## config.mk

```make
export PLATFORM = sky130hd
export DESIGN_NAME = rs_enc_sched_flat
export DESIGN_NICKNAME = d
export VERILOG_FILES = /design/src/rtl/rs_enc_sched_pkg.sv /design/src/rtl/rs_enc_sched_if.sv /design/src/rtl/rs_enc_sched_rr_arbiter.sv /design/src/rtl/rs_enc_sched.sv /design/src/flat_wrapper.sv
export SDC_FILE = /design/constraint.sdc
export NUM_CORES = 1
export LEC_CHECK = 0
export CAP_MARGIN = 20
export CELL_PAD_IN_SITES_DETAIL_PLACEMENT = 0
export CELL_PAD_IN_SITES_GLOBAL_PLACEMENT = 2
export CORE_MARGIN = 2
export CORE_UTILIZATION = 27
export CTS_BUF_LIST = sky130_fd_sc_hd__clkbuf_16
export CTS_CLUSTER_SIZE = 8
export DETAILED_ROUTE_END_ITERATION = 12
export MAX_ROUTING_LAYER = met4
export PLACE_DENSITY = 0.87
export SLEW_MARGIN = 0
export SYNTH_ARGS = -nofsm -noshare
export SYNTH_HDL_FRONTEND = slang
export SYNTH_SLANG_ARGS = --single-unit
```

## constraint.sdc

```tcl
create_clock -name clk -period 2.35 [get_ports clk]
set_input_delay 0.235 -clock clk [delete_from_list [all_inputs] [get_ports clk]]
set_output_delay 0.235 -clock clk [all_outputs]
set_load 0.02 [all_outputs]
```

## src/rtl/rs_enc_sched_pkg.sv

```systemverilog
// Shared constants and types for the RS(544,514) encoder scheduler.
//   RS_K / RS_N / RS_NSYM : message, codeword and parity symbol counts
//   RS_SYM_W              : GF(2^10) symbol width
//   rs_sched_state_t      : scheduler FSM states
package rs_pkg;
  localparam int RS_K     = 514;
  localparam int RS_N     = 544;
  localparam int RS_NSYM  = 30;
  localparam int RS_SYM_W = 10;

  typedef enum logic [1:0] {
    IDLE,
    FEED,
    GAP,
    DRAIN
  } rs_sched_state_t;
endpackage

```

## src/rtl/rs_enc_sched_if.sv

```systemverilog
// Link between the scheduler and the shared RS encoder.
//   sop, valid_in, data_in    : message symbols towards the encoder
//   ready                     : encoder idle / able to accept a message
//   valid_out, data_out       : codeword symbols returned by the encoder
// master = scheduler side, slave = encoder side.
interface rs_enc_sched_if;
  import rs_pkg::*;

  logic                sop;
  logic                valid_in;
  logic [RS_SYM_W-1:0] data_in;
  logic                ready;
  logic                valid_out;
  logic [RS_SYM_W-1:0] data_out;

  modport master (
    output sop, valid_in, data_in,
    input  ready, valid_out, data_out
  );

  modport slave (
    input  sop, valid_in, data_in,
    output ready, valid_out, data_out
  );
endinterface

```

## src/rtl/rs_enc_sched_rr_arbiter.sv

```systemverilog
// Combinational round-robin pick.
//   req_masked : eligible lanes (request AND enable)
//   rr_ptr     : lane with highest priority this round
//   found      : at least one lane is eligible
//   winner     : first eligible lane at or after rr_ptr, wrapping upward
module rr_arbiter #(
  parameter int NUM_REQ = 4,
  parameter int LANE_W  = $clog2(NUM_REQ)
) (
  input  logic [NUM_REQ-1:0] req_masked,
  input  logic [LANE_W-1:0]  rr_ptr,
  output logic               found,
  output logic [LANE_W-1:0]  winner
);
  // Rotate so that bit 0 corresponds to rr_ptr; the lowest set bit of the
  // rotated vector is then the offset of the winner from rr_ptr.
  logic [NUM_REQ-1:0] rotated;
  logic [LANE_W:0]    sum;

  assign rotated = NUM_REQ'({req_masked, req_masked} >> rr_ptr);

  always_comb begin
    found  = 1'b0;
    winner = '0;
    sum    = '0;
    for (int off = NUM_REQ - 1; off >= 0; off--) begin
      if (rotated[off]) begin
        found = 1'b1;
        sum   = (LANE_W+1)'(rr_ptr) + (LANE_W+1)'(off);
        if (sum >= (LANE_W+1)'(NUM_REQ)) begin
          sum = sum - (LANE_W+1)'(NUM_REQ);
        end
        winner = sum[LANE_W-1:0];
      end
    end
  end
endmodule

```

## src/rtl/rs_enc_sched.sv

```systemverilog
// Round-robin scheduler sharing one RS(544,514) encoder between NUM_REQ lanes.
//   clk, rst_n  : clock, asynchronous active-low reset
//   req         : per-lane "full message buffered" level request
//   lane_en     : per-lane arbitration enable
//   req_data    : per-lane symbol, lane i at [10i+9:10i]
//   gnt         : one-hot read strobe to the granted lane
//   enc         : encoder link (master side)
//   out_*       : codeword symbols tagged with lane, sop/eop framing
//   busy        : FSM not in IDLE
//   err_stray   : one-cycle pulse for an encoder output nobody expects
module rs_enc_sched
  import rs_pkg::*;
#(
  parameter int NUM_REQ = 4,
  parameter int LANE_W  = $clog2(NUM_REQ)
) (
  input  logic                         clk,
  input  logic                         rst_n,
  input  logic [NUM_REQ-1:0]           req,
  input  logic [NUM_REQ-1:0]           lane_en,
  input  logic [NUM_REQ*RS_SYM_W-1:0]  req_data,
  output logic [NUM_REQ-1:0]           gnt,
  rs_enc_sched_if.master               enc,
  output logic                         out_valid,
  output logic [RS_SYM_W-1:0]          out_data,
  output logic [LANE_W-1:0]            out_lane,
  output logic                         out_sop,
  output logic                         out_eop,
  output logic                         busy,
  output logic                         err_stray
);
  rs_sched_state_t     state;
  logic [LANE_W-1:0]   cur_lane;
  logic [LANE_W-1:0]   rr_ptr;
  logic [9:0]          in_cnt;
  logic [9:0]          out_cnt;
  logic                found;
  logic [LANE_W-1:0]   winner;
  logic [RS_SYM_W-1:0] lane_sym [NUM_REQ];

  rr_arbiter #(
    .NUM_REQ (NUM_REQ),
    .LANE_W  (LANE_W)
  ) u_arb (
    .req_masked (req & lane_en),
    .rr_ptr     (rr_ptr),
    .found      (found),
    .winner     (winner)
  );

  for (genvar gi = 0; gi < NUM_REQ; gi++) begin : g_lane
    assign lane_sym[gi] = req_data[gi*RS_SYM_W +: RS_SYM_W];
  end

  // Symbol path is a plain mux so the lane sees its gnt and supplies the
  // symbol in the same cycle; forced to zero outside a burst.
  assign enc.data_in = enc.valid_in ? lane_sym[cur_lane] : '0;
  assign busy        = (state != IDLE);

  always_ff @(posedge clk or negedge rst_n) begin
    if (!rst_n) begin
      state        <= IDLE;
      cur_lane     <= '0;
      rr_ptr       <= '0;
      in_cnt       <= '0;
      out_cnt      <= '0;
      gnt          <= '0;
      enc.sop      <= 1'b0;
      enc.valid_in <= 1'b0;
      out_valid    <= 1'b0;
      out_data     <= '0;
      out_lane     <= '0;
      out_sop      <= 1'b0;
      out_eop      <= 1'b0;
      err_stray    <= 1'b0;
    end else begin
      enc.sop <= 1'b0;

      case (state)
        IDLE: begin
          if (enc.ready && found) begin
            state        <= FEED;
            cur_lane     <= winner;
            rr_ptr       <= (winner == LANE_W'(NUM_REQ - 1)) ? '0 : winner + LANE_W'(1);
            gnt          <= {{(NUM_REQ-1){1'b0}}, 1'b1} << winner;
            enc.sop      <= 1'b1;
            enc.valid_in <= 1'b1;
            in_cnt       <= '0;
            // Encoder output may start while still feeding, so the
            // codeword count is armed at launch.
            out_cnt      <= '0;
          end
        end
        FEED: begin
          if (in_cnt == 10'(RS_K - 1)) begin
            state        <= GAP;
            in_cnt       <= '0;
            gnt          <= '0;
            enc.valid_in <= 1'b0;
          end else begin
            in_cnt <= in_cnt + 10'd1;
          end
        end
        GAP: begin
          state <= DRAIN;
        end
        DRAIN: begin
          if (out_cnt == 10'(RS_N) && enc.ready) begin
            state <= IDLE;
          end
        end
        default: state <= IDLE;
      endcase

      // Codeword tagging: only the first RS_N symbols after a launch belong
      // to the in-flight codeword; anything else is flagged and dropped.
      out_valid <= 1'b0;
      out_sop   <= 1'b0;
      out_eop   <= 1'b0;
      err_stray <= 1'b0;
      if (enc.valid_out) begin
        if (state != IDLE && out_cnt < 10'(RS_N)) begin
          out_valid <= 1'b1;
          out_data  <= enc.data_out;
          out_lane  <= cur_lane;
          out_sop   <= (out_cnt == 10'd0);
          out_eop   <= (out_cnt == 10'(RS_N - 1));
          out_cnt   <= out_cnt + 10'd1;
        end else begin
          err_stray <= 1'b1;
        end
      end
    end
  end
endmodule

```

## src/flat_wrapper.sv

```systemverilog
// flat-port wrapper written by rule: the top's interface ports become plain ports
module rs_enc_sched_flat import rs_pkg::*;
#(
  parameter int NUM_REQ = 4,
  parameter int LANE_W  = $clog2(NUM_REQ)
)
  (clk, rst_n, req, lane_en, req_data, gnt, out_valid, out_data, out_lane, out_sop, out_eop, busy, err_stray, enc_sop, enc_valid_in, enc_data_in, enc_ready, enc_valid_out, enc_data_out);
  rs_enc_sched_if enc_i ();
  input  logic clk;
  input  logic rst_n;
  input  logic [NUM_REQ-1:0] req;
  input  logic [NUM_REQ-1:0] lane_en;
  input  logic [NUM_REQ*RS_SYM_W-1:0] req_data;
  output logic [NUM_REQ-1:0] gnt;
  output logic out_valid;
  output logic [RS_SYM_W-1:0] out_data;
  output logic [LANE_W-1:0] out_lane;
  output logic out_sop;
  output logic out_eop;
  output logic busy;
  output logic err_stray;
  output wire logic [$bits(enc_i.sop)-1:0] enc_sop;
  output wire logic [$bits(enc_i.valid_in)-1:0] enc_valid_in;
  output wire logic [$bits(enc_i.data_in)-1:0] enc_data_in;
  input wire logic [$bits(enc_i.ready)-1:0] enc_ready;
  input wire logic [$bits(enc_i.valid_out)-1:0] enc_valid_out;
  input wire logic [$bits(enc_i.data_out)-1:0] enc_data_out;
  assign enc_sop = enc_i.sop;
  assign enc_valid_in = enc_i.valid_in;
  assign enc_data_in = enc_i.data_in;
  assign enc_i.ready = enc_ready;
  assign enc_i.valid_out = enc_valid_out;
  assign enc_i.data_out = enc_data_out;
  rs_enc_sched #(.NUM_REQ(NUM_REQ), .LANE_W(LANE_W)) u_core (.clk(clk), .rst_n(rst_n), .req(req), .lane_en(lane_en), .req_data(req_data), .gnt(gnt), .enc(enc_i), .out_valid(out_valid), .out_data(out_data), .out_lane(out_lane), .out_sop(out_sop), .out_eop(out_eop), .busy(busy), .err_stray(err_stray));
endmodule
```

==> out/metrics.csv <==
metric,value,unit
met3 Usage GRT,2.698,%
CTS root buf,clkbuf_16,
Die H,106.6,microns
"commonest non-fill, non-tap cell in the layout",clkdlybuf4s50_1,
Initial Util,27.64,%
"Setup Fix Bufs, Post-CTS",0,
flop and latch count out of synthesis,48,
syn_area_per_cell,9.828,sq um
CP Max Fanout,7,
Fin Setup TNS,0,ns
sequential share of power,41.1,%
asr flop ratio synth,100.0,%
nets@finish,468,
io pins,95,
Post-synth top flop,dfrtp_1,
pin count of the biggest net entering global routing,49,
Worst EP arrival,2.04,ns
Global Route Usage Sum,14.38,%
switching pwr,0.5822,mW
Final Wtd Congestion,0.8604,
most frequent cells in the layout,"92 x clkdlybuf4s50_1, 58 x nand2_1, 47 x dfrtp_1",
Fill cells,1035,
DRC viols,0,
Layout area overhead,48.94,%
"IR drop worst, VDD",0.3663,mV
ANT nets after route,0,
Slew @ Worst Pin,0.4680,ns
via count,2559,
headroom to the max-slew limit,68.80,%
Max Slew Vio Count,0,
First-pass DRT Iterations,4,
FMAX,439.2,MHz
Mapped Area,2840,sq um
placed inst area,4023,sq um
worst-case clock skew,0.007459,ns
Port Buf Inserts,94,
Crit. End Element,primary output,
clk slew on worst S/H paths,0.07,ns
Die W,106.6,microns
CTS tree,built,
unrepaired setup endpoints after global routing,false,
initial antenna violation count,0,
final WL,7.712,mm
Post-Layout Inst Area,4230,sq um
syn_nets,364,
"Seq/Total Area, Yosys",42.29,%
Switching Share,25.02,%
Final period util,96.89,%
final setup fails,0,
Congestion Overflow GR,0,
Core Box Area,10280,sq um
Clk pwr share,40.2,%
Post-synth EDFFs,0,
Pint,1.744,mW
vias in the first global route,2591,
full die area,11360,sq um
Synth Instances,289,
Inserted Clock Buffers,5,
share of layout cells above drive strength 1,11.42,%
Via density,4.828,
max-cap viol count,0,
met1 Use GR,17.96,%
cell taking the most area after synthesis,dfrtp_1,
register area,1202,sq um
clk_lat worst skew,0.29,ns
share of the synthesized area in the top cell type,42.29,%
CP Class,reg2out,
combinational share of power,18.7,%
reported leakage power,1.898,nW
global-route wire length before repair,12.79,mm
dpl hpwl,5.767,mm
status,completed,
M2 GR Usage,23.79,%
# clock sinks,48,
multi-input logic area,1523,sq um
H-tree depth,2,
pwr dens,550.0,nW/um^2
CP Launch Type,register,
final core occ,41.16,%
drt first-iter violations,136,
antenna diode count,0,
row count,37,
gr busiest metal,met2,
endpoints failing hold,0,
min-delay worst type,in2async,
Area contributors post-synth,"dfrtp_1 42%, mux4_2 7.9%, nand2_1 7.7%",
Routed wire per std cell,14.55,microns
origin of the worst setup path,u_core.cur_lane[0]$_DFFE_PN0P_,
Synthesis Warnings,0,
r2r startpoint,u_core.in_cnt[4]$_DFFE_PN0P_,
CTS Buffer Depth,2,
Yosys cell types,50,
post-layout min period,2.277,ns
Worst EP required,2.12,ns
-- registers in the layout, summed over array words and instances, names as in the netlist, 2 cells and up --
| register | cells |
|---|---|
| u_core.out_cnt | 10 |
| u_core.out_data | 10 |
| u_core.state | 2 |
| u_core.gnt | 4 |
| u_core.out_lane | 2 |
| u_core.cur_lane | 2 |
| u_core.rr_ptr | 2 |
| u_core.in_cnt | 10 |
-- power groups by stage --
stage | combinational [mW] | clock [mW] | sequential [mW]
after floorplan | 0.195 | 0 | 0.968
after global placement | 0.434 | 0 | 0.969
after detailed placement | 0.434 | 0 | 0.970
after CTS | 0.439 | 0.961 | 0.954
after global routing | 0.481 | 0.989 | 0.964
final | 0.434 | 0.936 | 0.956
-- synth_stat cells, types with 9 or more instances --
| cell | n |
|---|---|
| o22ai_1 | 9 |
| mux2i_1 | 9 |
| mux4_2 | 10 |
| nand2_1 | 58 |
| nand3_1 | 11 |
| inv_1 | 16 |
| and2_1 | 11 |
| dfrtp_1 | 48 |
| ha_1 | 13 |
| clkbuf_1 | 10 |
| nor2_1 | 10 |
-- worst max-delay path, cell delays in order, from the launching register on --
cell and delay (ns):
dfrtp_1 0.34, buf_4 0.18, mux4_2 0.51, and2_1 0.17
clkdlybuf4s50_1 0.54
-- worst paths after layout --
kind | depth (start not counted) | endpoint | slack, ns
min in group clk | 2 | u_core.out_data[2]$_DFFE_PN0P_ | 0.47
worst min register to register | 2 | u_core.out_data[2]$_DFFE_PN0P_ | 0.47
worst max register to register | 4 | u_core.state[1]$_DFFE_PN0P_ | 0.20
worst max-delay path | 4 | enc_data_in[9] | 0.07
max in group asynchronous | 3 | u_core.cur_lane[1]$_DFFE_PN0P_ | 1.66
worst min-delay path | 3 | u_core.in_cnt[0]$_DFFE_PN0P_ | 0.45
-- kinds of logic after synthesis --
| group | synth area share, % |
|---|---|
| simple gates | 20.35 |
| buf+inv | 4.097 |
| xor+xnor | 0.9253 |
| mux | 12.29 |
| compound gates | 14.32 |
| fa+ha+maj | 5.727 |
| flops | 42.29 |
-- per-stage QoR --
stage          std cells  power (mW)  hold WS, ns  setup WS [ns]
5_1_grt              530       2.434       0.4834       0.004089
6_report             530       2.327       0.4518        0.07303
4_1_cts              530       2.354       0.4653        0.01882
3_5_place_dp         521       1.404       0.2460         0.2173
2_1_floorplan        289       1.162     -0.06059         0.3274
3_3_place_gp         521       1.403       0.2437         0.2512
-- final cells by class --
cell class              instances  area share, %
clock buffers                   5          2.958
clock inverters                 3          1.627
repair buffers                111          25.55
well taps                     136          4.022
multi-input cells             211          36.00
flip-flops and latches         48          28.42
inverters                      16          1.420
-- per-layer routing --
metal / wire, microns / vias up
met2: 3767 / 68
met4: 131 / 0
met5: 0 / -
met1: 3455 / 1240
li1: - / 1240
met3: 357 / 11
-- what timing repair did --
action,CTS,global route
hold buffers,1,0
hold endpoints to repair,48,0
endpoints found under the setup margin,0,1
gates resized for setup,0,2
Power figures use the tool's default switching activity.
==> RTL edit 1, RTL diff (same flow settings) <==
Reset style: synchronous (`rst_n`), changed in one clocked block. Comments in the files are not updated.
--- a/src/rtl/rs_enc_sched.sv
+++ b/src/rtl/rs_enc_sched.sv
@@ -58,5 +58,5 @@
   assign busy        = (state != IDLE);
 
-  always_ff @(posedge clk or negedge rst_n) begin
+  always_ff @(posedge clk) begin
     if (!rst_n) begin
       state        <= IDLE;
Function: differs if rst_n is asserted again (counterexample within 4 cycles, from zero or initial values and one cycle with rst_n low); with rst_n held inactive, the same outputs for 10 cycles.
==> RTL edit 1 against the unedited design <==
Core utilization increased by 1.4 points. Die area decreased by 9.0%. Worst setup slack improved by 0.040 ns. Routed wire length decreased by 11%. Sequential cell count unchanged. Final area decreased by 7.0%. Synthesized area decreased by 9.3%. Worst hold slack improved by 0.011 ns. Maximum frequency increased by 1.8%. Global-route usage decreased by 0.27 points. Non-clock buffer count decreased by 3. Via count decreased by 5.8%.
Power is not compared: it rests on default switching activity, and its combinational part moved more than twofold at a synthesized area within 25%.
==> RTL edit 1: results (changes against the unedited design) <==
[global_route]
grt_max_degree=29  ; -41%
grt_pass1_wl_um=11400  ; -11%
grt_usage_pct=14.1  ; -0.27 points
grt_pass1_vias=2477  ; -4.4%
antenna_found_initial=0  ; unchanged

[route]
vias_per_cell=4.63  ; -4.2%
drt_iter0_drc=85  ; -38%
drt_first_pass_iters=4  ; unchanged
routed_wl_um=6900  ; -11%

[worst_setup_path]
r2r_start=u_core.state[0]
r2r_slack_ns=0.35  ; +0.15 ns
r2r_cells=8  ; +4
crit_start=u_core.state[0]
cp.arrival_ns=2.00  ; -0.04 ns
cpPeakStageDelay_ns=0.62  ; +0.08 ns
crit_fanout=5  ; -2
r2r_end=u_core.out_data[8]
cp-endpoint=busy

[sta]
relSlewSlack_pct=64.3  ; -4.5 points
period_share_pct=95.2  ; -1.7 points
clock_skew_ns=0.00647  ; -0.000988 ns

[placement]
dp_worst_setup_slack_ns=0.308  ; +0.0903 ns
dpl.hpwl_um=5290  ; -8.3%
gp_congestion=0.767  ; -11%

[synthesis]
synth.distinct_cells=46  ; -8.0%
syn_nets=363  ; -0.27%
ys_seq_area_share_pct=37.3  ; -5.0 points
synth_common_cells=dfxtp_1 (48), nand2_1 (47), nor2_1 (17), a21boi_0 (16), and2_1 (16)
synthTopCellsByArea=dfxtp_1 (37%), mux4_2 (8.7%), nand2_1 (6.9%)
synth_edf_count=0  ; unchanged
synthArstFlopShare_pct=0  ; -100 points
synthFlopType=dfxtp_1
yosysWarnings=0  ; unchanged

[cts]
clk_pin_slew_worst_paths_ns=0.07  ; about the same
cts.path.max_buffers=2  ; unchanged
post_cts_buffers=0  ; unchanged
cts_inserted_buffers=5  ; unchanged

[final_layout]
diodes=0  ; unchanged
top_regs=u_core.in_cnt x10, u_core.out_cnt x10, u_core.out_data x10
drive_gt1_share_pct=9.18  ; -2.2 points
n_fill_cell=923  ; -11%
nets=465  ; -0.64%

[status]
outcome=finished, final reports clean

[worst_hold_path]
hold_class=reg2reg

-- RTL edit 1: cell types whose count changed in the layout (fill, tap and decap cells not counted), sizes merged, moves of 7 or more --
cell,change
dfrtp,-48
dfxtp,+48
a21boi,+15
nand2,-11
dlymetal6s2s,+9
clkdlybuf4s50,-8
mux2i,-8
nor2,+7
-- RTL edit 1: final cells by class --
cell class	instances	area, µm²	share of cell area [%]
Clock buffer	5	125	3.18
Clock inverter	3	42.5	1.08
Inverter	12	45.0	1.14
Multi-Input combinational cell	216	1520	38.5
Sequential cell	48	961	24.4
Tap cell	129	161	4.10
Timing Repair Buffer	108	1080	27.5
-- RTL edit 1: timing repair --
action	CTS	global route
hold buffers	0	0
setup endpoints to repair	0	10
resized for setup	0	10
-- RTL edit 1: tightest hold or removal path, cell delays in order (launching register included) --
cell      delay (ns)
dfxtp_1         0.31
nand2_1         0.05
a21boi_0        0.06
-- RTL edit 1: metal layers --
| metal | global-route usage (%) | share of wire (%) | vias up |
|---|---|---|---|
| met5 | - | 0 | - |
| met4 | 4.26 | 1.2 | 0 |
| met3 | 2.28 | 3.0 | 6 |
| met2 | 23.3 | 47 | 45 |
| met1 | 17.7 | 48 | 1136 |
| li1 | - | - | 1223 |
-- RTL edit 1: worst min-delay path by stage --
stage	startpoint	endpoint	slack, ns	cells past startpoint
4_1_cts	u_core.out_lane[1]	u_core.out_lane[1]	0.47	2
3_3_place_gp	u_core.out_lane[1]	u_core.out_lane[1]	0.45	2
2_1_floorplan	enc_valid_out	u_core.err_stray	0.37	2
5_1_grt	u_core.out_lane[0]	u_core.out_lane[0]	0.48	2
3_5_place_dp	u_core.out_lane[1]	u_core.out_lane[1]	0.46	2
6_report	u_core.out_lane[1]	u_core.out_lane[1]	0.46	2
-- RTL edit 1: logic make-up (layout without fill, tap and decap cells) --
| logic type | after synthesis | after routing | share of synthesized area (%) |
|---|---|---|---|
| buffers and inverters | 25 | 128 | 3.79 |
| DFF | 48 | 48 | 37.3 |
| AOI/OAI and AO/OA | 62 | 62 | 17.4 |
| xor gates and xnor gates | 10 | 10 | 3.40 |
| muxes | 11 | 11 | 9.14 |
| adders and majority gates | 12 | 12 | 5.83 |
| and+or+nand+nor | 121 | 121 | 23.1 |
-- RTL edit 1: where the power goes --
group	total, µW	switching (µW)	internal, µW
Combinational	1120	576	549
Clock	811	310	500
Sequential	1000	90.9	912
-- RTL edit 1: through the flow --
stage / cell area (µm²) / hold WS, ns / instances / utilization, %
global route: 3940 / 0.484 / 521 / 42.6
global placement: 3740 / 0.450 / 513 / 40.5
finish: 3940 / 0.463 / 521 / 42.6
CTS: 3910 / 0.467 / 521 / 42.3
detailed placement: 3740 / 0.457 / 513 / 40.5
floorplan: 2570 / 0.366 / 289 / -
==> RTL edit 2, RTL diff (same flow settings) <==
Without the edit above. Set the package constant `RS_SYM_W` to 20 (it was 10). Comments in the files are not updated.
--- a/src/rtl/rs_enc_sched_pkg.sv
+++ b/src/rtl/rs_enc_sched_pkg.sv
@@ -7,5 +7,5 @@
   localparam int RS_N     = 544;
   localparam int RS_NSYM  = 30;
-  localparam int RS_SYM_W = 10;
+  localparam int RS_SYM_W = 20;
 
   typedef enum logic [1:0] {
Interface: changed (resized enc_data_in, enc_data_out, out_data and req_data); port bits go from 95 to 165. The function was not compared with the original's and may differ.
==> RTL edit 2 against the unedited design <==
Routed wire length is 45% higher. Worst hold slack lost 0.39 ns. Sequential cell count increased by 10. Sequential share of layout area down 2.7 points. Register-to-register slack improved by 0.05 ns. Synthesized area increased by 21%. Final area increased by 34%. Worst setup slack improved by 0.044 ns. Total power rose by 28%. Sequential power increased by 22%. Core utilization up 4.0 points. Via count is 29% higher. Largest cell class unchanged.
==> RTL edit 2: results (changes against the unedited design) <==
[status]
outcome=finished, final reports clean

[global_route]
grt_usage_pct=16.7  ; +2.3 points
use_met2_pct=28.7  ; +4.9 points
grt_max_degree=59  ; +20%
grt_pass1_wl_um=16900  ; +32%
antenna_found_initial=1  ; +1

[route]
routed_wl_um=11200  ; +45%
drt_iter0_drc=131  ; -3.7%
num_vias=3290  ; +29%
m1WireLength_um=4400  ; +27%
drt_first_pass_iters=6  ; +2

[synthesis]
synth_xor_area_share_pct=0.508  ; -0.42 points
synthTopCellsByArea=dfrtp_1 (42%), mux4_2 (13%), nand2_1 (9.6%)
syn_nets=468  ; +29%
synth_mux_area_share_pct=16.2  ; +3.9 points
synth_fa_ha_area_share_pct=4.72  ; -1.0 points
synth_common_cells=nand2_1 (88), dfrtp_1 (58), and2_1 (20), mux4_2 (20), nand3_1 (15)
synth.distinct_cells=52  ; +4.0%

[cts]
ctsHtreeMaxLevel=3  ; +1
insertion_delay_ns=0.32  ; +0.03 ns
ctsResizeCount=20  ; +20
cts_sinks=58  ; +21%

[final_layout]
multi_input_comb_cells=255  ; +21%
non_clock_inverter_count=12  ; -4
n_all_buffers=181  ; +63%
n_clock_buffer=9  ; +4
nets=642  ; +37%
drive_gt1_share_pct=11.7  ; +0.26 points
top_regs=u_core.out_data x20, u_core.in_cnt x10, u_core.out_cnt x10
nonClkBufAreaFrac_pct=31.4  ; +5.9 points

[worst_setup_path]
crit_fanout=11  ; +4
cpPeakStageDelay_ns=0.51  ; -0.03 ns
cp.arrival_ns=2.00  ; -0.04 ns
cp-endpoint=enc_data_in[18]
r2r_slack_ns=0.25  ; +0.05 ns

[sta]
relSlewSlack_pct=48.4  ; -20 points
period_needed_ns=2.23  ; -0.0436 ns

[floorplanning]
initial_core_util_pct=27.5  ; -0.097 points

[power]
swShare_pct=25.3  ; +0.30 points
ir_drop_uv=304  ; -17%
leakage_uw=0.00258  ; +36%

[placement]
dpl.hpwl_um=8650  ; +50%
io_buffers=164  ; +74%

RTL edit 2: cell count changes after synthesis, sizes merged, moves of 8 or more:
cell     unedited run  this run
a22o                8         0
and2               11        20
dfrtp              48        58
mux4               10        20
nand2              58        88
o2bb2ai             0         8
RTL edit 2: through the flow:
stage	total power, µW	hold WS (ns)	std cells	instance area [µm²]
finish	2970	0.0656	695	5650
global route	3130	0.136	695	5650
CTS	3010	0.110	693	5640
detailed placement	1770	0.448	676	5350
global placement	1760	0.450	676	5350
floorplan	1410	-0.0606	343	3450
RTL edit 2: power by group through the flow:
stage | Combinational (µW) | Clock (µW) | Sequential, µW
3_3_place_gp | 576 | 0 | 1180
2_1_floorplan | 203 | 0 | 1200
6_report | 577 | 1220 | 1170
4_1_cts | 586 | 1250 | 1170
5_1_grt | 638 | 1300 | 1190
3_5_place_dp | 583 | 0 | 1190
RTL edit 2: worst max-delay path: cells and delay by family, from the launching register on:
family        cells  cell delay, ns
buf+inv           2            0.64
flops             1            0.37
mux               1            0.51
simple gates      1            0.17
